`config.mk`:
```
export PLATFORM = sky130hd
export DESIGN_NAME = time_target_router_flat
export DESIGN_NICKNAME = d
export VERILOG_FILES = /design/src/rtl/time_target_router_pkg.sv /design/src/rtl/time_target_router_if.sv /design/src/rtl/time_target_router_bcd_time_check.sv /design/src/rtl/time_target_router.sv /design/src/flat_wrapper.sv
export SDC_FILE = /design/constraint.sdc
export NUM_CORES = 1
export LEC_CHECK = 0
export ABC_AREA = 1
export BUFFER_PORTS_ARGS = -buffer_cell sky130_fd_sc_hd__buf_2
export CORE_ASPECT_RATIO = 1.4
export CORE_MARGIN = 2
export CORE_UTILIZATION = 41
export DETAILED_ROUTE_END_ITERATION = 6
export PLACE_DENSITY = 0.66
export SYNTH_ARGS = -nofsm -noshare
export SYNTH_HDL_FRONTEND = slang
export SYNTH_SLANG_ARGS = --single-unit
```
`constraint.sdc`:
```
create_clock -name MHz_25 -period 4 [get_ports MHz_25]
set_clock_uncertainty 0.15 [all_clocks]
set_input_delay 0.8 -clock MHz_25 [delete_from_list [all_inputs] [get_ports MHz_25]]
set_output_delay 0.8 -clock MHz_25 [all_outputs]
set_load 0.1 [all_outputs]
```
`src/rtl/time_target_router_pkg.sv`:
```
// Shared types, BCD limits and range-check helpers for the time/alarm write router.
// Optional alarm arming is enabled by defining TIME_TARGET_ALARM_ARM_EN.
package time_target_pkg;

    typedef enum logic [2:0] {
        ST_IDLE        = 3'd0,
        ST_EDIT_TIME   = 3'd1,
        ST_EDIT_ALARM  = 3'd2,
        ST_CONFLICT    = 3'd3,
        ST_COMMIT_TIME = 3'd4
    } state_t;

    typedef enum logic [1:0] {
        MODE_IDLE     = 2'd0,
        MODE_TIME     = 2'd1,
        MODE_ALARM    = 2'd2,
        MODE_CONFLICT = 2'd3
    } mode_t;

    localparam logic [7:0] HOUR_MAX      = 8'h23;
    localparam logic [3:0] HOUR_TENS_MAX = 4'd2;
    localparam logic [3:0] MIN_TENS_MAX  = 4'd5;
    localparam logic [3:0] UNITS_MAX     = 4'd9;

    function automatic logic bcd_hours_ok(input logic [7:0] h);
        return (h[7:4] <= HOUR_TENS_MAX) && (h[3:0] <= UNITS_MAX) && (h <= HOUR_MAX);
    endfunction

    function automatic logic bcd_minutes_ok(input logic [7:0] m);
        return (m[7:4] <= MIN_TENS_MAX) && (m[3:0] <= UNITS_MAX);
    endfunction

    // The commit cycle is still part of a time edit from the user's point of view.
    function automatic mode_t mode_of(input state_t s);
        case (s)
            ST_EDIT_TIME, ST_COMMIT_TIME: return MODE_TIME;
            ST_EDIT_ALARM:                return MODE_ALARM;
            ST_CONFLICT:                  return MODE_CONFLICT;
            default:                      return MODE_IDLE;
        endcase
    endfunction

endpackage

```
`src/rtl/time_target_router_if.sv`:
```
// Bus between the user-input side (master) and the time/alarm router (slave).
// Arming signals exist only when TIME_TARGET_ALARM_ARM_EN is defined.
interface time_target_router_if #(
    parameter int NUM_ALARMS = 2,
    parameter int SEL_W      = 3
);
    logic [7:0]              hours;
    logic [7:0]              minutes;
    logic                    set_time;
    logic                    set_alarm;
    logic [SEL_W-1:0]        alarm_sel;
    logic [7:0]              hours_set;
    logic [7:0]              minutes_set;
    logic                    time_load;
    logic [8*NUM_ALARMS-1:0] alarm_hours;
    logic [8*NUM_ALARMS-1:0] alarm_minutes;
    logic [1:0]              edit_mode;
    logic                    bad_value;
`ifdef TIME_TARGET_ALARM_ARM_EN
    logic [NUM_ALARMS-1:0]   alarm_armed;
    logic [NUM_ALARMS-1:0]   disarm;
`endif

    modport master (
        output hours, minutes, set_time, set_alarm, alarm_sel,
`ifdef TIME_TARGET_ALARM_ARM_EN
        output disarm,
        input  alarm_armed,
`endif
        input  hours_set, minutes_set, time_load, alarm_hours, alarm_minutes,
        input  edit_mode, bad_value
    );

    modport slave (
        input  hours, minutes, set_time, set_alarm, alarm_sel,
`ifdef TIME_TARGET_ALARM_ARM_EN
        input  disarm,
        output alarm_armed,
`endif
        output hours_set, minutes_set, time_load, alarm_hours, alarm_minutes,
        output edit_mode, bad_value
    );

endinterface

```
`src/rtl/time_target_router_bcd_time_check.sv`:
```
// Combinational BCD range check for an hours/minutes pair; shared with the timekeeper.
module bcd_time_check
    import time_target_pkg::*;
(
    input  logic [7:0] hours,
    input  logic [7:0] minutes,
    output logic       valid
);

    assign valid = bcd_hours_ok(hours) && bcd_minutes_ok(minutes);

endmodule

```
`src/rtl/time_target_router.sv`:
```
// Routes user-edited BCD hours/minutes to the time-load register or one alarm channel.
// Define TIME_TARGET_ALARM_ARM_EN to add per-channel alarm arming with disarm inputs.
module time_target_router
    import time_target_pkg::*;
#(
    parameter int NUM_ALARMS = 2,
    parameter int SEL_W      = 3
) (
    input  logic                 MHz_25,
    input  logic                 reset_n,
    time_target_router_if.slave  bus
);

    state_t                  state;
    state_t                  next_state;
    logic [SEL_W-1:0]        ch;
    logic                    valid;
    logic                    sel_in_range;
    logic                    time_write;
    logic                    alarm_write;
    logic                    time_load_d;
    mode_t                   edit_mode_d;
    logic                    bad_d;

    logic [7:0]              hours_set_q;
    logic [7:0]              minutes_set_q;
    logic                    time_load_q;
    logic [1:0]              edit_mode_q;
    logic                    bad_q;
    logic [8*NUM_ALARMS-1:0] alarm_hours_q;
    logic [8*NUM_ALARMS-1:0] alarm_minutes_q;

    bcd_time_check u_check (
        .hours   (bus.hours),
        .minutes (bus.minutes),
        .valid   (valid)
    );

    // Full-width compare so out-of-range selects in the spare code space are caught.
    assign sel_in_range = int'(bus.alarm_sel) < NUM_ALARMS;

    always_ff @(posedge MHz_25 or negedge reset_n) begin
        if (!reset_n) state <= ST_IDLE;
        else          state <= next_state;
    end

    always_comb begin
        next_state = state;
        case (state)
            ST_IDLE: begin
                if (bus.set_time && bus.set_alarm) next_state = ST_CONFLICT;
                else if (bus.set_time)             next_state = ST_EDIT_TIME;
                else if (bus.set_alarm)            next_state = sel_in_range ? ST_EDIT_ALARM : ST_CONFLICT;
            end
            ST_EDIT_TIME: begin
                if (bus.set_alarm)     next_state = ST_CONFLICT;
                else if (!bus.set_time) next_state = ST_COMMIT_TIME;
            end
            ST_COMMIT_TIME: next_state = ST_IDLE;
            ST_EDIT_ALARM: begin
                if (bus.set_time)       next_state = ST_CONFLICT;
                else if (!bus.set_alarm) next_state = ST_IDLE;
            end
            ST_CONFLICT: begin
                if (!bus.set_time && !bus.set_alarm) next_state = ST_IDLE;
            end
            default: next_state = ST_IDLE;
        endcase
    end

    // Registered outputs are computed from next_state so they line up with the state register.
    always_comb begin
        time_load_d = (next_state == ST_COMMIT_TIME);
        edit_mode_d = mode_of(next_state);
        time_write  = (state == ST_EDIT_TIME) && valid;
        alarm_write = (state == ST_EDIT_ALARM) && valid;
        bad_d       = bad_q;
        if (next_state == ST_IDLE)
            bad_d = 1'b0;
        else if (state == ST_EDIT_TIME || state == ST_EDIT_ALARM)
            bad_d = !valid;
    end

    always_ff @(posedge MHz_25 or negedge reset_n) begin
        if (!reset_n) begin
            hours_set_q     <= '0;
            minutes_set_q   <= '0;
            time_load_q     <= 1'b0;
            edit_mode_q     <= '0;
            bad_q           <= 1'b0;
            alarm_hours_q   <= '0;
            alarm_minutes_q <= '0;
            ch              <= '0;
        end else begin
            time_load_q <= time_load_d;
            edit_mode_q <= edit_mode_d;
            bad_q       <= bad_d;
            if (state == ST_IDLE && next_state == ST_EDIT_ALARM)
                ch <= bus.alarm_sel;
            if (time_write) begin
                hours_set_q   <= bus.hours;
                minutes_set_q <= bus.minutes;
            end
            for (int k = 0; k < NUM_ALARMS; k++) begin
                if (alarm_write && ch == SEL_W'(k)) begin
                    alarm_hours_q[8*k +: 8]   <= bus.hours;
                    alarm_minutes_q[8*k +: 8] <= bus.minutes;
                end
            end
        end
    end

`ifdef TIME_TARGET_ALARM_ARM_EN
    logic                  wrote_any;
    logic                  arm_fire;
    logic [NUM_ALARMS-1:0] armed_q;

    // A channel arms only if this edit stored at least one valid value into it.
    assign arm_fire = (state == ST_EDIT_ALARM) && (next_state == ST_IDLE) && (wrote_any || alarm_write);

    always_ff @(posedge MHz_25 or negedge reset_n) begin
        if (!reset_n) begin
            wrote_any <= 1'b0;
            armed_q   <= '0;
        end else begin
            if (state == ST_IDLE)
                wrote_any <= 1'b0;
            else if (alarm_write)
                wrote_any <= 1'b1;
            for (int k = 0; k < NUM_ALARMS; k++) begin
                if (bus.disarm[k])
                    armed_q[k] <= 1'b0;
                else if (arm_fire && ch == SEL_W'(k))
                    armed_q[k] <= 1'b1;
            end
        end
    end

    assign bus.alarm_armed = armed_q;
`endif

    assign bus.hours_set     = hours_set_q;
    assign bus.minutes_set   = minutes_set_q;
    assign bus.time_load     = time_load_q;
    assign bus.edit_mode     = edit_mode_q;
    assign bus.bad_value     = bad_q;
    assign bus.alarm_hours   = alarm_hours_q;
    assign bus.alarm_minutes = alarm_minutes_q;

endmodule

```
`src/flat_wrapper.sv`:
```
// flat-port wrapper written by rule: the top's interface ports become plain ports
module time_target_router_flat import time_target_pkg::*;
#(
    parameter int NUM_ALARMS = 2,
    parameter int SEL_W      = 3
)
  (MHz_25, reset_n, bus_hours, bus_minutes, bus_set_time, bus_set_alarm, bus_alarm_sel, bus_hours_set, bus_minutes_set, bus_time_load, bus_alarm_hours, bus_alarm_minutes, bus_edit_mode, bus_bad_value);
  time_target_router_if #(.NUM_ALARMS(NUM_ALARMS), .SEL_W(SEL_W)) bus_i ();
  input  logic MHz_25;
  input  logic reset_n;
  input wire logic [$bits(bus_i.hours)-1:0] bus_hours;
  input wire logic [$bits(bus_i.minutes)-1:0] bus_minutes;
  input wire logic [$bits(bus_i.set_time)-1:0] bus_set_time;
  input wire logic [$bits(bus_i.set_alarm)-1:0] bus_set_alarm;
  input wire logic [$bits(bus_i.alarm_sel)-1:0] bus_alarm_sel;
  output wire logic [$bits(bus_i.hours_set)-1:0] bus_hours_set;
  output wire logic [$bits(bus_i.minutes_set)-1:0] bus_minutes_set;
  output wire logic [$bits(bus_i.time_load)-1:0] bus_time_load;
  output wire logic [$bits(bus_i.alarm_hours)-1:0] bus_alarm_hours;
  output wire logic [$bits(bus_i.alarm_minutes)-1:0] bus_alarm_minutes;
  output wire logic [$bits(bus_i.edit_mode)-1:0] bus_edit_mode;
  output wire logic [$bits(bus_i.bad_value)-1:0] bus_bad_value;
  assign bus_i.hours = bus_hours;
  assign bus_i.minutes = bus_minutes;
  assign bus_i.set_time = bus_set_time;
  assign bus_i.set_alarm = bus_set_alarm;
  assign bus_i.alarm_sel = bus_alarm_sel;
  assign bus_hours_set = bus_i.hours_set;
  assign bus_minutes_set = bus_i.minutes_set;
  assign bus_time_load = bus_i.time_load;
  assign bus_alarm_hours = bus_i.alarm_hours;
  assign bus_alarm_minutes = bus_i.alarm_minutes;
  assign bus_edit_mode = bus_i.edit_mode;
  assign bus_bad_value = bus_i.bad_value;
  time_target_router #(.NUM_ALARMS(NUM_ALARMS), .SEL_W(SEL_W)) u_core (.MHz_25(MHz_25), .reset_n(reset_n), .bus(bus_i));
endmodule
```
==> results of run 1 <==
==> sequential cells by signal, summed over array words and instances, names as in the netlist <==
| name | cells |
|---|---|
| u_core.bus.time_load | 1 |
| u_core.bus.alarm_minutes | 16 |
| u_core.bus.minutes_set | 8 |
| u_core.bus.hours_set | 8 |
| u_core.bus.alarm_hours | 16 |
| u_core.bus.bad_value | 1 |
| u_core.bus.edit_mode | 2 |
| u_core.ch | 3 |
| u_core.state | 3 |
==> cells in the final DEF (no fill, tap or decap) <==
cell	synthesis	final
sky130_fd_sc_hd__nor2_4	2	2
sky130_fd_sc_hd__nor2_1	17	17
sky130_fd_sc_hd__inv_1	36	36
sky130_fd_sc_hd__clkinv_4	0	1
sky130_fd_sc_hd__o21bai_1	1	1
sky130_fd_sc_hd__clkbuf_8	0	9
sky130_fd_sc_hd__buf_2	1	74
sky130_fd_sc_hd__nand3_1	8	8
sky130_fd_sc_hd__nand3b_1	1	1
sky130_fd_sc_hd__nand3_2	1	1
sky130_fd_sc_hd__dfrtp_1	58	58
sky130_fd_sc_hd__nor2_2	4	4
sky130_fd_sc_hd__nand2_1	89	89
sky130_fd_sc_hd__o21ai_1	5	5
sky130_fd_sc_hd__o21ai_2	6	6
sky130_fd_sc_hd__clkinv_2	0	2
sky130_fd_sc_hd__a21oi_1	1	1
sky130_fd_sc_hd__bufinv_16	0	2
sky130_fd_sc_hd__nand4_1	2	2
sky130_fd_sc_hd__nor3_1	1	1
sky130_fd_sc_hd__nand3b_4	1	1
sky130_fd_sc_hd__buf_4	1	2
sky130_fd_sc_hd__o21ai_0	30	30
sky130_fd_sc_hd__clkbuf_1	2	2
==> logic make-up (layout without fill, tap and decap cells) <==
kind of cell           Yosys count  after routing
DFF                             58             58
buffers and inverters           45            128
AOI/OAI and AO/OA               43             43
and+or+nand+nor                126            126
==> path summary, 6_finish.rpt <==
path                            slack, ps                    endpoint
max in group asynchronous            2420     u_core.bus.hours_set[3]
worst max-delay path                 1650     u_core.bus.hours_set[2]
worst max register to register       1940     u_core.bus.hours_set[2]
min in group asynchronous             490  u_core.bus.alarm_hours[14]
worst min-delay path                  310     u_core.bus.hours_set[7]
worst min register to register        310     u_core.bus.hours_set[7]
==> layout make-up <==
cell class                 count  area (um^2)
sequential                    58         1450
inverter                      36          135
clock inverter                 5         78.8
fill                         563         2730
timing repair buffer          76          385
tap                           70         87.6
clock buffer                  11          131
multi-input combinational    169          781
==> worst max-delay path: cells and delay by family <==
kind | cells | cell delay (ps)
buf+inv | 2 | 550
simple gates | 5 | 1010
compound gates | 1 | 60
==> report_power, final <==
part	internal (mW)	switching [mW]
Sequential	0.731	0.0843
Combinational	0.202	1.19
Clock	0.350	0.230
Total	1.28	1.50
==> routing by layer <==
| metal | vias up | global-route usage, % |
|---|---|---|
| met5 | - | 0 |
| met4 | 0 | 10.3 |
| met3 | 8 | 3.81 |
| met2 | 50 | 28.4 |
| met1 | 917 | 22.8 |
| li1 | 998 | - |
==> key figures, run 1 <==
Worst setup path
  – Crit path kind: primary input to register
  – Beginning of the worst register-to-register path: u_core.state[0]
  – Endpoint class of the critical path: register
  – Critical path's slowest cell: sky130_fd_sc_hd__nand4_1
  – Required time reported for the critical path endpoint: 4080 ps
  – Cell mode on critical path: sky130_fd_sc_hd__nand2_1
  – CP cell instances: buf_2 > nand2_1 > nand3b_1 > nor2_2 > nand4_1 > buf_4 > nand2_1 > o21ai_2
  – Launching element of the worst setup path: bus_minutes[6]
  – Launching element type of the critical path: primary input
  – Worst endpoint data arrival time: 2430 ps
  – Worst-path maximum fanout: 18
  – Largest stage delay on the critical path: 550 ps
  – Number of cells on the worst reg-to-reg path: 6

Cells and area
  – Util after Layout: 52.8%
  – Total inserted antenna cells: 0
  – Final net count: 373
  – Post-layout instance count excluding filler cells: 425
  – Post-route cell area: 3050 um^2
  – Synthesis-to-finish area growth: 25.5%
  – Layout cell share with drive strength beyond 1: 29.3%

Drt
  – Detailed-routing wirelength on met1: 2.31 mm
  – Met2 Wirelength: 2.82 mm
  – Max Used Layer: met4
  – Number of remaining DRC errors: 0
  – Drt first-iter violations: 166
  – Residual antenna-violating net count after detailed routing: 0
  – Avg WL per Cell: 13.0 um
  – DR vias: 1,973
  – Met3 Routed Length: 261 um
  – Drt first pass iters: 4
  – Aggregate routed wire length: 5.51 mm
  – Average vias per placed instance: 4.64

STA
  – Count of final hold-check violations: 0
  – Final Critical Period: 2350 ps
  – Final clock period utilization by the worst path: 58.8%
  – Worst-margin pin slew: 1020 ps
  – Minimum setup slack in the final design: 1650 ps
  – Count of final max-slew check failures: 0
  – FMAX: 0.425 GHz
  – Final worst hold slack: 311 ps
  – Number of endpoints failing setup at the final stage: 0
  – Unrepaired setup endpoints after global routing: false
  – Setup TNS: 0 ps
  – Slew headroom: 31.7%

Clock network
  – Clock tree from TritonCTS: yes
  – Num CTS Buffers: 9
  – Number of post-CTS setup repair buffers: 0
  – Clock latency on the worst-skew pair: 330 ps
  – Post_cts resized: 0
  – Post-CTS clock slew at the launch and capture registers of the worst setup and hold paths: 60 ps
  – Clk root buf: sky130_fd_sc_hd__clkbuf_8
  – Number of levels in the clock H-tree: 3
  – Number of hold buffers added after cts: 0
  – Clock sink count: 58
  – Bufs on Longest Clock Path: 2

Placement
  – Placed Instances: 409
  – # port buffers: 74
  – Post-placement worst setup slack: 1260 ps
  – Post-place instance area: 2840 um^2
  – Placed wire-length estimate: 3.92 mm
  – Placer Congestion: 0.807

Die
  – Initial standard-cell utilization of the core: 42.1%
  – Std-Cell Rows: 33
  – I/O pin cnt: 75
  – Die Wd: 69.1 um
  – Core Region: 5780 um^2
  – Height of the die: 95.1 um
  – Floorplan die area: 6570 um^2

Logic synthesis
  – Most instantiated flip-flop cell in the synthesis netlist: sky130_fd_sc_hd__dfrtp_1
  – Mean post-synth cell area: 8.94 um^2
  – Cell type with the highest aggregate area in the netlist: sky130_fd_sc_hd__dfrtp_1
  – Synthesized area: 2430 um^2
  – Xor and xnor area share after synthesis: 0%
  – Leading post-synthesis cells by cell area: sky130_fd_sc_hd__dfrtp_1 (60%), sky130_fd_sc_hd__nand2_1 (14%), sky130_fd_sc_hd__o21ai_0 (6.2%)
  – Simple-gate share of the synthesized area: 22.2%
  – Fraction of synthesized area in multiplexers: 0%
  – Yosys warning total: 0
  – Count of flip-flops with a built-in enable after synthesis: 0
  – Number of distinct library cells after synthesis: 22
  – Top post-synthesis cells by count: sky130_fd_sc_hd__nand2_1 (89), sky130_fd_sc_hd__dfrtp_1 (58), sky130_fd_sc_hd__inv_1 (36), sky130_fd_sc_hd__o21ai_0 (30), sky130_fd_sc_hd__nor2_1 (17)
  – Area share of fa/ha/maj cells after synthesis: 0%
  – Gate Count Post-Synth: 272
  – Yosys top cell area share: 59.7%
  – Area fraction in compound gates after synthesis: 9.88%
  – Number of register bits inferred by synthesis: 58
  – Dominant combinational cell family by area after synthesis: simple AND/OR/NAND/NOR gates
  – Proportion of register bits with asynchronous set or reset after synthesis: 100%
  – Sequential share of the synthesized area: 59.7%
  – Number of nets produced by synthesis: 295
  – Most common cell in the synthesized netlist: sky130_fd_sc_hd__nand2_1

Power and ir drop
  – Pwr dens: 913 nW/um^2
  – Leakage power figure: 1.86 nW
  – Power Total: 2.79 mW
  – IR drop worst, VDD: 0.474 mV

GRT
  – Grt total ovfl: 0
  – First-pass GRT wire length: 9.14 mm
  – Number of antenna violations at the first check in global routing: 0
  – Aggregate global-route resource usage: 17.9%
  – Via count of the first global-routing pass: 1,963
  – Largest net degree at the start of global routing: 47

Min path
  – Type of the most critical hold path: register to register
  – Number of stages on the worst hold path: 2
  – Critical hold path startpoint: u_core.bus.hours_set[7]

Job
  – Max-cap violation count: 0

Run status
  – Run status: finished, final reports clean
Note: power is estimated with default switching activity, not from simulation.
==> run 2: changes to the inputs <==
--- a/config.mk
+++ b/config.mk
@@ -5,13 +5,13 @@
 export SDC_FILE = /design/constraint.sdc
 export NUM_CORES = 1
 export LEC_CHECK = 0
-export ABC_AREA = 1
+export ABC_AREA = 0
 export BUFFER_PORTS_ARGS = -buffer_cell sky130_fd_sc_hd__buf_2
 export CORE_ASPECT_RATIO = 1.4
 export CORE_MARGIN = 2
 export CORE_UTILIZATION = 41
 export DETAILED_ROUTE_END_ITERATION = 6
-export PLACE_DENSITY = 0.66
+export PLACE_DENSITY = 0.69
 export SYNTH_ARGS = -nofsm -noshare
 export SYNTH_HDL_FRONTEND = slang
 export SYNTH_SLANG_ARGS = --single-unit
==> constraint.sdc (replaced) <==
create_clock -name MHz_25 -period 2 [get_ports MHz_25]
set_clock_uncertainty 0.15 [all_clocks]
set_input_delay 0.4 -clock MHz_25 [delete_from_list [all_inputs] [get_ports MHz_25]]
set_output_delay 0.4 -clock MHz_25 [all_outputs]
set_load 0.1 [all_outputs]
==> key figures, run 2 <==
Drt
  – DR vias: 1,573
  – Avg WL per Cell: 15.0 um
  – Number of remaining DRC errors: 0
  – Average vias per placed instance: 4.85
  – Aggregate routed wire length: 4.86 mm
  – Residual antenna-violating net count after detailed routing: 0
  – Drt first-iter violations: 113
  – Drt first pass iters: 4

Placement
  – Placer Congestion: 0.798
  – Post-placement worst setup slack: -229 ps
  – # port buffers: 74
  – Placed wire-length estimate: 3.69 mm

STA
  – Count of final hold-check violations: 0
  – Minimum setup slack in the final design: 9.12 ps
  – Worst-margin pin slew: 498 ps
  – FMAX: 0.502 GHz
  – Slew headroom: 67.0%
  – Count of final max-slew check failures: 0
  – Final clock period utilization by the worst path: 99.5%
  – Final Critical Period: 1990 ps
  – Unrepaired setup endpoints after global routing: true
  – Number of endpoints failing setup at the final stage: 0

Worst setup path
  – CP cell instances: nand2b_4 > or4_4 > nor4_4 > buf_6 > mux2_4
  – Largest stage delay on the critical path: 450 ps
  – Crit path kind: register to register
  – Critical path's slowest cell: sky130_fd_sc_hd__or4_4
  – Worst Path Buf+Inv: 1
  – Worst endpoint data arrival time: 2060 ps
  – Endpoint class of the critical path: register
  – Cell type group with the largest total delay on the critical path: simple AND/OR/NAND/NOR gates
  – Launching element type of the critical path: register
  – Worst-path maximum fanout: 8
  – Required time reported for the critical path endpoint: 2070 ps

GRT
  – Number of antenna violations at the first check in global routing: 0
  – First-pass GRT wire length: 7.79 mm
  – Grt total ovfl: 0
  – Aggregate global-route resource usage: 17.3%
  – Largest net degree at the start of global routing: 59
  – Via count of the first global-routing pass: 1,648

Cells and area
  – Synthesis-to-finish area growth: 39.1%
  – Commonest non-fill, non-tap cell in the layout: sky130_fd_sc_hd__buf_2
  – Total inserted antenna cells: 0
  – Commonest non-fill, non-tap cells in the layout: sky130_fd_sc_hd__buf_2 (74), sky130_fd_sc_hd__dfrtp_1 (58), sky130_fd_sc_hd__mux2_4 (23)
  – Layout cell share with drive strength beyond 1: 62.1%
  – Final net count: 274

Run status
  – Run status: finished, final reports clean

Logic synthesis
  – Yosys warning total: 0
  – Top post-synthesis cells by count: sky130_fd_sc_hd__dfrtp_1 (58), sky130_fd_sc_hd__mux2_2 (21), sky130_fd_sc_hd__mux2_4 (14), sky130_fd_sc_hd__nor2b_1 (9), sky130_fd_sc_hd__mux2_1 (5)
  – Most instantiated flip-flop cell in the synthesis netlist: sky130_fd_sc_hd__dfrtp_1
  – Proportion of register bits with asynchronous set or reset after synthesis: 100%
  – Count of flip-flops with a built-in enable after synthesis: 0
  – Mean post-synth cell area: 16.0 um^2
  – Number of nets produced by synthesis: 167
  – Gate Count Post-Synth: 144
  – Yosys top cell area share: 63.1%
  – Number of distinct library cells after synthesis: 25
  – Sequential share of the synthesized area: 63.1%
  – Synthesized area: 2300 um^2
  – Number of register bits inferred by synthesis: 58
  – Leading post-synthesis cells by cell area: sky130_fd_sc_hd__dfrtp_1 (63%), sky130_fd_sc_hd__mux2_2 (10%), sky130_fd_sc_hd__mux2_4 (9.1%)
  – Cell type with the highest aggregate area in the netlist: sky130_fd_sc_hd__dfrtp_1
  – Most common cell in the synthesized netlist: sky130_fd_sc_hd__dfrtp_1

Clock network
  – Clock latency on the worst-skew pair: 330 ps
  – Post-CTS clock slew at the launch and capture registers of the worst setup and hold paths: 70 ps
  – Clock sink count: 58
  – Num CTS Buffers: 9
  – Bufs on Longest Clock Path: 2
  – Number of post-CTS setup repair buffers: 0
  – Clk root buf: sky130_fd_sc_hd__clkbuf_8
  – Clock tree from TritonCTS: yes
  – Number of levels in the clock H-tree: 3

Power and ir drop
  – Leakage power figure: 1.73 nW
  – Power Total: 3.40 mW
  – IR drop worst, VDD: 0.557 mV
  – Pwr dens: 1060 nW/um^2

Die
  – Floorplan die area: 6240 um^2
  – Core Region: 5450 um^2
  – Std-Cell Rows: 32
  – Die Wd: 67.3 um
  – Height of the die: 92.6 um
  – Initial standard-cell utilization of the core: 42.3%
  – I/O pin cnt: 75

Job
  – Max-cap violation count: 0

Min path
  – Type of the most critical hold path: primary input to register
==> run 2: cell types whose count changed after synthesis, sizes merged, moves of 3 or more <==
cell / change
clkbuf: -4
inv: -34
mux2: +40
nand2: -88
nand2b: +3
nand3: -9
nor2: -19
nor2b: +9
nor4: +5
o21ai: -37
==> run 2: worst paths after layout <==
check | cells after the start | start | endpoint | slack (ps)
setup reg to reg | 5 | u_core.ch[2] | u_core.bus.alarm_hours[1] | 9
hold reg to reg | 1 | u_core.bus.minutes_set[1] | u_core.bus.minutes_set[1] | 330
min in group asynchronous | 3 | reset_n | u_core.bus.alarm_minutes[15] | 460
hold / removal | 2 | bus_set_time | u_core.bus.time_load | 150
max in group asynchronous | 3 | reset_n | u_core.bus.time_load | 1000
setup / recovery | 5 | u_core.ch[2] | u_core.bus.alarm_hours[1] | 9
==> run 2: cell type report <==
class	count	area, um^2
inverters	2	7.51
repair buffers	100	596
fillers	456	2240
clock inverters	5	52.6
clock buffers	11	151
flip-flops and latches	58	1450
multi-input cells	80	857
well taps	68	85.1
==> run 2: stage by stage <==
step / hold slack, ps / cells / TNS, ps / util [%] / area (um^2)
5_1_grt: 142 / 324 / -1060 / 58.8 / 3200
4_1_cts: 135 / 324 / -34.4 / 58.0 / 3160
3_3_place_gp: 275 / 307 / -6490 / 53.8 / 2930
6_report: 147 / 324 / 0 / 58.8 / 3200
2_1_floorplan: -45.6 / 144 / -3860 / - / 2320
3_5_place_dp: 275 / 307 / -7370 / 53.8 / 2930
==> run 2: cell families (layout without fill, tap and decap cells) <==
family / count (synthesis) / in the layout / synth area share [%]
flip-flops: 58 / 58 / 63.1
AND/OR/NAND/NOR: 29 / 29 / 9.68
multiplexers: 40 / 40 / 21.9
AO/OA/AOI/OAI: 11 / 11 / 3.37
buffers and inverters: 6 / 118 / 2.01
==> run 2: worst reg2reg max path, stage by stage (launching register included) <==
cell and delay (ps):
sky130_fd_sc_hd__dfrtp_1 380, sky130_fd_sc_hd__nand2b_4 130, sky130_fd_sc_hd__or4_4 450, sky130_fd_sc_hd__nor4_4 250
sky130_fd_sc_hd__buf_6 210, sky130_fd_sc_hd__mux2_4 310
==> run 2: what timing repair did <==
item                                    in CTS  in global routing
endpoints found under the setup margin       6                 26
gates resized for setup                      2                 12
hold endpoints to repair                    58                  0
hold buffers                                 1                  0
==> run 2: report_power, final <==
group	total [mW]	switching, mW	internal (mW)
combinational	0.994	0.795	0.199
clock	1.08	0.445	0.636
sequential	1.32	0.0528	1.27
==> run 2: metal layers <==
layer,wire (um),global-route usage (%)
met5,0,0
met4,134,9.35
met3,334,6.20
met2,2450,27.9
met1,1950,19.4
